<file path="src/rtl/radar_signal_gen.sv">
// Radar timing triplet generator: TRIG, ACP and ARP pulse trains derived from
// cycle-count configuration, with start/stop only on whole revolutions.
// Optional feature: define RADAR_GEN_REV_CNT_EN to add the REV_CNT output, a
// free-running count of completed revolutions.
module radar_signal_gen #(
  parameter int unsigned DATA_WIDTH = 32,
  parameter int unsigned PULSE_BITS = 8
) (
  input  logic                  CLK,
  input  logic                  RST,
  input  logic                  EN,
  input  logic [DATA_WIDTH-1:0] TRIG_PERIOD,
  input  logic [DATA_WIDTH-1:0] TRIG_PER_ACP,
  input  logic [DATA_WIDTH-1:0] ACP_PER_ARP,
  input  logic [PULSE_BITS-1:0] PULSE_LEN,
  output logic                  TRIG,
  output logic                  ACP,
  output logic                  ARP,
  output logic                  RUNNING,
  output logic [DATA_WIDTH-1:0] TRIG_IDX,
  output logic [DATA_WIDTH-1:0] ACP_IDX,
`ifdef RADAR_GEN_REV_CNT_EN
  output logic [DATA_WIDTH-1:0] REV_CNT,
`endif
  output logic                  CFG_ERR
);

  localparam logic [DATA_WIDTH-1:0] DOne = DATA_WIDTH'(1);
  localparam logic [DATA_WIDTH-1:0] DTwo = DATA_WIDTH'(2);
  localparam logic [PULSE_BITS-1:0] POne = PULSE_BITS'(1);

  // StStart is the one-cycle gap between accepting a start and the first
  // coincident TRIG/ACP/ARP edge.
  typedef enum logic [1:0] {StIdle, StStart, StRun} state_e;

  state_e                state_q;
  logic [DATA_WIDTH-1:0] per_q, tpa_q, apa_q;
  logic [PULSE_BITS-1:0] plen_q;
  logic [DATA_WIDTH-1:0] pcnt_q, tidx_q, aidx_q;
  logic [PULSE_BITS-1:0] hcnt_q;
  logic                  trig_q, acp_q, arp_q, running_q, cfg_err_q;
`ifdef RADAR_GEN_REV_CNT_EN
  logic [DATA_WIDTH-1:0] rev_cnt_q;
`endif

  logic [DATA_WIDTH-1:0] plen_ext;
  logic                  cfg_valid;
  logic                  pcnt_wrap, tidx_wrap, aidx_wrap;
  logic [DATA_WIDTH-1:0] pcnt_d, tidx_d, aidx_d;

  // Config check on the live ports and next position within the revolution.
  always_comb begin
    plen_ext  = DATA_WIDTH'(PULSE_LEN);
    cfg_valid = (TRIG_PERIOD >= DTwo) && (TRIG_PER_ACP != '0) && (ACP_PER_ARP != '0) &&
                (plen_ext != '0) && (plen_ext < TRIG_PERIOD);
    // Latched counts are always >= 1 here, so count-1 cannot underflow.
    pcnt_wrap = (pcnt_q == per_q - DOne);
    tidx_wrap = pcnt_wrap && (tidx_q == tpa_q - DOne);
    aidx_wrap = tidx_wrap && (aidx_q == apa_q - DOne);
    pcnt_d    = pcnt_wrap ? '0 : pcnt_q + DOne;
    tidx_d    = tidx_q;
    aidx_d    = aidx_q;
    if (pcnt_wrap) tidx_d = tidx_wrap ? '0 : tidx_q + DOne;
    if (tidx_wrap) aidx_d = aidx_wrap ? '0 : aidx_q + DOne;
  end

  // Control FSM, position counters and registered pulse outputs.
  always_ff @(posedge CLK) begin
    if (RST) begin
      state_q   <= StIdle;
      per_q     <= '0;
      tpa_q     <= '0;
      apa_q     <= '0;
      plen_q    <= '0;
      pcnt_q    <= '0;
      tidx_q    <= '0;
      aidx_q    <= '0;
      hcnt_q    <= '0;
      trig_q    <= 1'b0;
      acp_q     <= 1'b0;
      arp_q     <= 1'b0;
      running_q <= 1'b0;
      cfg_err_q <= 1'b0;
`ifdef RADAR_GEN_REV_CNT_EN
      rev_cnt_q <= '0;
`endif
    end else begin
      unique case (state_q)
        StIdle: begin
          if (EN) begin
            if (cfg_valid) begin
              per_q     <= TRIG_PERIOD;
              tpa_q     <= TRIG_PER_ACP;
              apa_q     <= ACP_PER_ARP;
              plen_q    <= PULSE_LEN;
              cfg_err_q <= 1'b0;
              state_q   <= StStart;
            end else begin
              cfg_err_q <= 1'b1;
            end
          end
        end
        StStart: begin
          state_q   <= StRun;
          running_q <= 1'b1;
          pcnt_q    <= '0;
          tidx_q    <= '0;
          aidx_q    <= '0;
          trig_q    <= 1'b1;
          acp_q     <= 1'b1;
          arp_q     <= 1'b1;
          hcnt_q    <= POne;
        end
        StRun: begin
          if (aidx_wrap && (!EN || !cfg_valid)) begin
            // Revolution boundary without permission to continue: the ARP
            // that would start here is suppressed.
            state_q   <= StIdle;
            running_q <= 1'b0;
            pcnt_q    <= '0;
            tidx_q    <= '0;
            aidx_q    <= '0;
            hcnt_q    <= '0;
            trig_q    <= 1'b0;
            acp_q     <= 1'b0;
            arp_q     <= 1'b0;
            if (EN) cfg_err_q <= 1'b1;
`ifdef RADAR_GEN_REV_CNT_EN
            rev_cnt_q <= rev_cnt_q + DOne;
`endif
          end else begin
            pcnt_q <= pcnt_d;
            tidx_q <= tidx_d;
            aidx_q <= aidx_d;
            if (pcnt_wrap) begin
              trig_q <= 1'b1;
              acp_q  <= tidx_wrap;
              arp_q  <= aidx_wrap;
              hcnt_q <= POne;
              if (aidx_wrap) begin
                // New config takes effect from this ARP onwards.
                per_q  <= TRIG_PERIOD;
                tpa_q  <= TRIG_PER_ACP;
                apa_q  <= ACP_PER_ARP;
                plen_q <= PULSE_LEN;
`ifdef RADAR_GEN_REV_CNT_EN
                rev_cnt_q <= rev_cnt_q + DOne;
`endif
              end
            end else if (hcnt_q == plen_q) begin
              // PULSE_LEN < TRIG_PERIOD guarantees the pulse ends before the
              // next trigger start.
              trig_q <= 1'b0;
              acp_q  <= 1'b0;
              arp_q  <= 1'b0;
            end else begin
              hcnt_q <= hcnt_q + POne;
            end
          end
        end
        default: state_q <= StIdle;
      endcase
    end
  end

  assign TRIG     = trig_q;
  assign ACP      = acp_q;
  assign ARP      = arp_q;
  assign RUNNING  = running_q;
  assign TRIG_IDX = tidx_q;
  assign ACP_IDX  = aidx_q;
  assign CFG_ERR  = cfg_err_q;
`ifdef RADAR_GEN_REV_CNT_EN
  assign REV_CNT  = rev_cnt_q;
`endif

endmodule

</file>
<file path="config.mk">
export PLATFORM = sky130hd
export DESIGN_NAME = radar_signal_gen
export DESIGN_NICKNAME = d
export VERILOG_FILES = /design/src/rtl/radar_signal_gen.sv
export SDC_FILE = /design/constraint.sdc
export NUM_CORES = 1
export LEC_CHECK = 0
export ABC_CLOCK_PERIOD_IN_PS = 4200
export BUFFER_PORTS_ARGS = -buffer_cell sky130_fd_sc_hd__buf_2
export CAP_MARGIN = 5
export CORE_MARGIN = 4
export CORE_UTILIZATION = 39
export DETAILED_ROUTE_END_ITERATION = 6
export GPL_TIMING_DRIVEN = 0
export PLACE_DENSITY = 0.71
export SYNTH_ARGS = -nofsm -noshare
export SYNTH_HDL_FRONTEND = slang
export SYNTH_SLANG_ARGS = --single-unit
export TNS_END_PERCENT = 10
</file>
<file path="constraint.sdc">
create_clock -name CLK -period 4.2 [get_ports CLK]
set_input_delay 0.21 -clock CLK [delete_from_list [all_inputs] [get_ports CLK]]
set_output_delay 0.21 -clock CLK [all_outputs]
set_load 0.01 [all_outputs]
</file>
==> results.cfg, run 1 <==
[outcome]
status = finished with violations
violations = negative setup slack

[floorplan]
coreArea_sq_um = 34900
dieArea_sq_um = 38800
io_pins = 176
placementRows = 68
start_util = 0.400
die_x_microns = 197
dieHeight_microns = 197

[synthesis]
yosys-top-cells-area = dfxtp_1, mux2i_1, xnor2_1
ys_seq_area_frac = 0.309
synth_enable_flop_cells = 0
ys_types = 78
syn_inst = 1747
yosysTopAreaCell = dfxtp_1
yosys_register_bits = 215
syn_area_sq_um = 13900
ys.flop_type = dfxtp_1
synth-async-reset-ratio = 0
synth_area_per_cell_sq_um = 7.98
post-synth-top-area-fraction = 0.309
synth_fp_nets = 1871
yosysWarnings = 0

[cells_and_area]
layout_common_cells = nor2_1, dfxtp_1, buf_2, nand2_1, mux2i_1
antenna_cells = 0
nNetsFinal = 2197
area_delta_synth_final_pct = 29.9
drive_gt1_frac = 0.177
mostFrequentLayoutCell = nor2_1
fin_cells = 2544
stdcell_area_sq_um = 18100
fin_util = 0.519

[timing]
fin_skew_ps = 29.4
layout_setup_ws_ps = -311
hold_violations = 0
setup_tns_ps = -28790
tightest_slew_ps = 1020
setup_viol = 134
fmax_mhz = 222
fin_crit_sh = 1.07
min_period_ps = 4510
rsz0062_at_grt = yes
max_slew_margin = 0.313
slew_viol_final = 0

[pwr]
powerDensity_nw_per_um2 = 392
p_switching_w = 0.00251
internal_power_w = 0.00459
clkPwrFrac = 0.308
swShare = 0.353
p_leak_nw = 6.91
ir_drop_mv = 0.354
p_comb_frac = 0.359
p_seq_frac = 0.332

[clock_tree]
cts_tree = built
clk_pin_slew_ps = 60
insertion_delay_ps = 560
htreeDepth = 1
clk_path_buf_depth = 3
numClockSinks = 215
cts_buffers = 27
clockRootBuffer = clkbuf_16

[worst_setup_path]
cpMostUsedCell = or4_4
timing.critical_path.cells = inv_4 > ha_4 > or4b_4 > buf_8 > or4_4 > o311ai_4 > o22ai_2 > or3_4 > or4_4 > or4_4 > o32ai_4 > buf_12 > buf_12 > clkbuf_16 > mux2i_1 > nor2_1
worstPathRequired_ps = 4630
path_max_fanout = 6
max_stage_delay_ps = 580
crit_family = simple AND/OR/NAND/NOR gates
end_kind = register
cp_slowest_cell = or4_4
worstPathArrival_ps = 4940
worst-path-buf-inv = 5
critPathKind = reg -> reg
start_kind = register

[placed_design]
place.detailed.hpwl_microns = 34500
dpl_cell_area_sq_um = 15400
gp_routability_congestion = 0.946
dpl_worst_slack_ps = -809
port_buffers = 175
dp.cells = 2377

[min_path]
hold_class = in -> reg

[grt]
grt_max_degree = 14
grt_pass1_wl_microns = 73700
antenna_found_initial = 1
overflow = 0
grt_pass1_vias = 14129
grtUsageTotal = 0.229

[detailed_routing]
vias = 14733
drc = 0
drt_iter0_drc = 1243
wl_per_cell_microns = 18.7
antenna_left = 0
wl_microns = 47600
drtPass1Iterations = 6
vias_per_cell = 5.79

[run]
cap_violations = 0
[Yosys cell counts, drive strengths merged (18+ instances only)]
library cell,count
nand3b,24
o31ai,18
xor2,56
nor2,225
inv,48
nand4,55
xnor2,100
nand2,118
or4,31
nor2b,21
and3,40
a21oi,63
dfxtp,215
nor3,40
nand3,61
o21ai,85
mux2i,115
nor4,72
clkbuf,81
or3,36
[cell type report]
class                      count  area, sq um
clock inverter                 7         42.5
timing repair buffer         305         2250
inverter                      49          186
fill                        3270        16800
multi-input combinational   1385         9400
sequential                   215         4320
tap                          455          569
buffer                        90          557
clock buffer                  38          777
[worst register-to-register path: cells and delay by family (launching register included)]
| kind | cells | cell delay (ps) |
|---|---|---|
| simple gates | 6 | 2440 |
| buf+inv | 5 | 700 |
| compound gates | 3 | 550 |
| flops | 1 | 360 |
| mux | 1 | 200 |
| fa+ha+maj | 1 | 130 |
[per-stage QoR]
stage | power, W | hold WS, ps
2_1_floorplan | 0.00388 | 357
4_1_cts | 0.00689 | 8.41
5_1_grt | 0.00743 | 43.2
3_5_place_dp | 0.00445 | 458
3_3_place_gp | 0.00440 | 445
6_report | 0.00710 | 29.9
[final timing paths]
| path | start | endpoint | slack [ps] | cells past startpoint |
|---|---|---|---|---|
| max | per_q[0] | tpa_q[25] | -310 | 16 |
| min | PULSE_LEN[6] | plen_q[6] | 30 | 3 |
| max reg2reg | per_q[0] | tpa_q[25] | -310 | 16 |
| min reg2reg | ACP | ACP | 480 | 2 |
[state kept, by name, summed over array words and instances, names as in the netlist, 2 cells and up]
name      flops
hcnt_q        8
apa_q        32
plen_q        8
pcnt_q       32
tpa_q        32
TRIG_IDX     32
per_q        32
state_q       2
ACP_IDX      32
[power by group through the flow]
stage,clock network (W),registers (W),logic [W]
after floorplan,0,0.00233,0.00155
after global placement,0,0.00237,0.00203
after detailed placement,0,0.00237,0.00207
after CTS,0.00222,0.00234,0.00233
after global routing,0.00230,0.00238,0.00276
final,0.00219,0.00236,0.00255
[logic make-up after synthesis]
logic type                 share of synthesized area
buffers and inverters                         0.0463
DFF                                            0.309
muxes                                         0.0850
AOI/OAI and AO/OA                              0.136
adders and majority gates                     0.0153
and+or+nand+nor                                0.311
xor gates and xnor gates                      0.0980
[routing by layer]
layer	GRT usage	share of wire	vias to the layer above
li1	-	-	7044
met1	0.304	0.43	6988
met2	0.374	0.46	572
met3	0.0367	0.074	127
met4	0.0932	0.045	2
met5	0	0.00042	-
[repair_timing]
item,CTS,global route
endpoints found under the setup margin,200,212
gates resized for setup,62,71
pin swaps,9,15
gates cloned,1,5
hold endpoints to repair,103,0
hold buffers,103,0
setup buffers,16,5
Note: power is estimated with default switching activity, not from simulation.
==> run 2: changes to the inputs <==
--- a/config.mk
+++ b/config.mk
@@ -12,7 +12,9 @@
 export CORE_UTILIZATION = 39
 export DETAILED_ROUTE_END_ITERATION = 6
 export GPL_TIMING_DRIVEN = 0
+export HOLD_SLACK_MARGIN = 0.06
 export PLACE_DENSITY = 0.71
+export SKIP_LAST_GASP = 1
 export SYNTH_ARGS = -nofsm -noshare
 export SYNTH_HDL_FRONTEND = slang
 export SYNTH_SLANG_ARGS = --single-unit
==> run 2 against run 1 <==
Compared with the run above: the flow still finishes with violations (negative setup slack); highest routed layer unchanged; final area is 0.18% higher; critical path type unchanged; critical endpoint is now tpa_q[24]; clock-buffer cell count stayed put; critical path depth stayed put; register-to-register slack hardly changed; global-route usage hardly changed; total power is 0.29% lower; combinational power hardly changed; maximum frequency hardly changed.
==> results.cfg, run 2 (synthesis gave the netlist of run 1 again) <==
[clock_tree]
clockRootBuffer = clkbuf_16
htreeDepth = 1
insertion_delay_ps = 560
clk_path_buf_depth = 3
cts_buffers = 27
clk_pin_slew_ps = 60
numClockSinks = 215
cts_tree = built

[run]
cap_violations = 0

[cells_and_area]
drive_gt1_frac = 0.178
layout_common_cells = nor2_1, dfxtp_1, buf_2, nand2_1, mux2i_1
antenna_cells = 0
nNetsFinal = 2205
area_delta_synth_final_pct = 30.1
fin_cells = 2552
fin_util = 0.520
mostFrequentLayoutCell = nor2_1

[timing]
hold_violations = 0
slew_viol_final = 0
fmax_mhz = 222
fin_crit_sh = 1.07
rsz0062_at_grt = yes
fin_skew_ps = 32.9
min_period_ps = 4510
tightest_slew_ps = 1020
max_slew_margin = 0.313
layout_setup_ws_ps = -311
setup_viol = 146

[pwr]
ir_drop_mv = 0.352
p_leak_nw = 6.95
powerDensity_nw_per_um2 = 390
total_power_w = 0.00707

[min_path]
hold_path_end = state_q[0]
hold_depth = 4
hold_class = in -> reg
hold_path.startpoint = RST

[floorplan]
dieHeight_microns = 197
io_pins = 176
coreArea_sq_um = 34900
die_x_microns = 197
placementRows = 68
dieArea_sq_um = 38800
start_util = 0.400

[worst_setup_path]
reg2reg_depth = 16
start_kind = register
path_max_fanout = 6
r2r_slack_ps = -310
end_kind = register
worstPathArrival_ps = 4940
critPathKind = reg -> reg
r2r_start = per_q[0]
worstPathRequired_ps = 4630
regToRegEndpoint = tpa_q[24]

[grt]
antenna_found_initial = 1
grt_max_degree = 14
grt_pass1_wl_microns = 73700
overflow = 0
grt_pass1_vias = 14153
grtUsageTotal = 0.229

[detailed_routing]
vias = 14707
wl_per_cell_microns = 18.7
drtPass1Iterations = 6
antenna_left = 0
wl_microns = 47600
drt_iter0_drc = 1160
vias_per_cell = 5.76
drc = 0

[outcome]
violations = negative setup slack
status = finished with violations

[placed_design]
port_buffers = 175
gp_routability_congestion = 0.946
place.detailed.hpwl_microns = 34500
dp.cells = 2377
-- run 2: cell count changes in the layout (fill, tap and decap cells not counted), sizes merged --
cell         delta
buf             +8
clkbuf          -2
dlygate4sd3     +2
-- run 2: layout make-up --
| type | instances | area, sq um |
|---|---|---|
| flip-flops and latches | 215 | 4320 |
| multi-input cells | 1385 | 9370 |
| plain buffers | 91 | 563 |
| repair buffers | 312 | 2310 |
| fillers | 3269 | 16700 |
| clock inverters | 7 | 42.5 |
| well taps | 455 | 569 |
| inverters | 49 | 186 |
| clock buffers | 38 | 777 |
-- run 2: stage by stage --
step	TNS [ps]	setup WS, ps	hold slack (ps)	instance area (sq um)
CTS	-44140	-378	106	17700
global placement	-170130	-1140	445	15400
finish	-30000	-311	138	18100
floorplan	0	0.121	357	14000
detailed placement	-121230	-809	458	15400
global route	-45750	-393	160	18100
-- run 2: worst max-delay path, cell delays in order, from the launching register on --
cell	delay [ps]
dfxtp_4	360
inv_4	60
ha_4	130
or4b_4	460
buf_8	150
or4_4	430
o311ai_4	80
o22ai_2	140
or3_4	390
or4_4	530
or4_4	570
o32ai_4	320
buf_12	180
buf_12	150
clkbuf_16	160
mux2i_1	190
nor2_1	50
-- run 2: power breakdown --
group | internal, W | switching [W] | total, W
Sequential | 0.00217 | 0.000182 | 0.00236
Combinational | 0.00114 | 0.00140 | 0.00254
Clock | 0.00127 | 0.000910 | 0.00218
-- run 2: repair_timing --
item / in CTS / in global routing
gates cloned: 1 / 5
gates resized for setup: 54 / 79
endpoints found under the setup margin: 200 / 212
endpoints found under the hold margin: 105 / 0
pin swaps: 9 / 10
buffers inserted: 16 / 10
hold buffers: 105 / 0
-- run 2: worst max-delay path by stage --
stage                   from      endpoint  slack [ps]
global route        per_q[0]     tpa_q[25]        -390
finish              per_q[0]     tpa_q[24]        -310
global placement    apa_q[8]      per_q[5]       -1140
floorplan           per_q[0]      tpa_q[9]         0.1
CTS                 tpa_q[0]     tpa_q[24]        -380
detailed placement  tpa_q[5]  TRIG_IDX[30]        -810
-- run 2: routing by layer --
layer  vias to the layer above  track usage  wire length (microns)
li1                       7057            -                      -
met1                      6982        0.303                  20400
met2                       543        0.375                  21600
met3                       123       0.0367                   3450
met4                         2       0.0932                   2120
met5                         -            0                     18
==> run 3: changes to the inputs <==
--- a/config.mk
+++ b/config.mk
@@ -6,7 +6,7 @@
 export NUM_CORES = 1
 export LEC_CHECK = 0
 export ABC_CLOCK_PERIOD_IN_PS = 4200
-export BUFFER_PORTS_ARGS = -buffer_cell sky130_fd_sc_hd__buf_2
+export BUFFER_PORTS_ARGS = -buffer_cell sky130_fd_sc_hd__clkbuf_2
 export CAP_MARGIN = 5
 export CORE_MARGIN = 4
 export CORE_UTILIZATION = 39
@@ -14,6 +14,7 @@
 export GPL_TIMING_DRIVEN = 0
 export HOLD_SLACK_MARGIN = 0.06
 export PLACE_DENSITY = 0.71
+export SETUP_SLACK_MARGIN = 0.2
 export SKIP_LAST_GASP = 1
 export SYNTH_ARGS = -nofsm -noshare
 export SYNTH_HDL_FRONTEND = slang
==> run 3 against run 2 <==
Compared with the run above: the flow still finishes with violations (negative setup slack); first-iteration DRC count up 3.1%; critical path depth is 1 lower; hold slack got worse by 8.1 ps; via count increased by 1.3%; sequential power barely moved; clock skew down 24 ps; global-route usage increased by 0.34 points; core utilization barely moved; sequential cell count unchanged; die area unchanged; critical endpoint is now tpa_q[20].
==> results.cfg, run 3 (synthesis gave the netlist of run 1 again) <==
[floorplan]
placementRows = 68
dieArea_sq_um = 38800
coreArea_sq_um = 34900
dieHeight_microns = 197
io_pins = 176
die_x_microns = 197
start_util = 0.400

[grt]
grt_max_degree = 13
grtUsageTotal = 0.233
grt_pass1_wl_microns = 75200
grt_pass1_vias = 14210
overflow = 0
antenna_found_initial = 1

[clock_tree]
cts_buffers = 26
clockRootBuffer = clkbuf_16
cts_tree = built
htreeDepth = 1
insertion_delay_ps = 550
clk_pin_slew_ps = 60
numClockSinks = 215
clk_path_buf_depth = 3

[pwr]
p_switching_w = 0.00250
p_leak_nw = 6.93
powerDensity_nw_per_um2 = 395
swShare = 0.349
p_comb_frac = 0.358
clkPwrFrac = 0.315
internal_power_w = 0.00467
ir_drop_mv = 0.272
p_seq_frac = 0.327

[detailed_routing]
drt-met1-wl_microns = 20500
met3_wirelength_microns = 3560
drtPass1Iterations = 6
wl_microns = 48000
drt_iter0_drc = 1196
antenna_left = 0
wl_per_cell_microns = 18.7
wl_met2_microns = 22300
vias_per_cell = 5.81
vias = 14902
top_layer = met5
drc = 0

[run]
cap_violations = 0

[timing]
fin_skew_ps = 9.27
hold_violations = 0
slew_viol_final = 0
fin_crit_sh = 1.08
fmax_mhz = 220
setup_tns_ps = -36970
min_period_ps = 4540
max_slew_margin = 0.316
rsz0062_at_grt = yes
layout_setup_ws_ps = -342
setup_viol = 149
tightest_slew_ps = 1020

[min_path]
hold_depth = 4
hold_class = in -> reg
hold_path.startpoint = RST

[outcome]
status = finished with violations
violations = negative setup slack

[cells_and_area]
area_delta_synth_final_pct = 30.2
area.sequential_sq_um = 4320
mostFrequentLayoutCell = nor2_1
nFillCells = 3215
multi_input_area_sq_um = 9250
fin_util = 0.520
layout_common_cells = nor2_1, dfxtp_1, clkbuf_2, nand2_1, mux2i_1
drive_gt1_frac = 0.176
antenna_cells = 0
nNetsFinal = 2214

[worst_setup_path]
critPathKind = reg -> reg
critical_path.startpoint = per_q[0]
start_kind = register
end_kind = register
worstPathArrival_ps = 4960
r2r_start = per_q[0]
reg2reg_depth = 15
worstPathRequired_ps = 4610
path_max_fanout = 7

[placed_design]
place.detailed.hpwl_microns = 34600
gp_routability_congestion = 0.941
port_buffers = 175
run 3: cell count changes in the layout (fill, tap and decap cells not counted), sizes merged:
cell      delta
buf        -167
clkinv       -1
clkinvlp     +2
bufinv       +1
inv          -1
bufbuf       -1
clkbuf     +178
run 3: per-layer routing:
layer	track usage	vias up
met4	0.0673	2
met3	0.0343	101
met2	0.390	598
met5	0	-
met1	0.313	7095
li1	-	7106
run 3: final cells by class:
cell class | count | area share
multi-input combinational | 1385 | 0.510
clock buffer | 38 | 0.0428
inverter | 49 | 0.0104
buffer | 98 | 0.0336
sequential | 215 | 0.238
tap | 455 | 0.0314
clock inverter | 8 | 0.00407
timing repair buffer | 315 | 0.130
run 3: critical path, cell delays in order (launching register included):
cell	delay, ps
dfxtp_4	360
or4_4	590
or2_2	290
clkbuf_4	180
nor4_1	310
o22ai_1	190
or3_1	360
or4_4	460
or4_4	570
o32ai_4	260
buf_12	170
buf_16	150
buf_6	110
buf_12	110
mux2i_2	200
nor2_1	70
run 3: metrics by stage:
step           setup WS (ps)  cell area (sq um)  std cells  power, W  hold slack, ps
2_1_floorplan           99.9              14000       1747   0.00389             357
3_3_place_gp            -871              15400       2377   0.00440             448
3_5_place_dp            -942              15400       2377   0.00446             473
4_1_cts                 -280              17900       2556   0.00705             150
5_1_grt                 -409              18100       2563   0.00751             164
6_report                -342              18100       2563   0.00717             130
run 3: path summary, 6_finish.rpt:
kind           endpoint  slack, ps
max           tpa_q[20]       -340
min          pcnt_q[22]        130
max reg2reg   tpa_q[20]       -340
min reg2reg   hcnt_q[7]        490
run 3: power groups by stage:
stage | logic [W] | registers (W) | clock network (W)
after floorplan | 0.00156 | 0.00233 | 0
after global placement | 0.00204 | 0.00237 | 0
after detailed placement | 0.00208 | 0.00238 | 0
after CTS | 0.00241 | 0.00234 | 0.00230
after global routing | 0.00278 | 0.00236 | 0.00237
final | 0.00256 | 0.00234 | 0.00226
run 3: timing repair:
item,CTS,global route
gates cloned,3,3
setup buffers,25,4
resized for setup,72,40
pin swaps,11,4
endpoints found under the hold margin,105,0
hold buffers,105,0
setup endpoints to repair,214,214
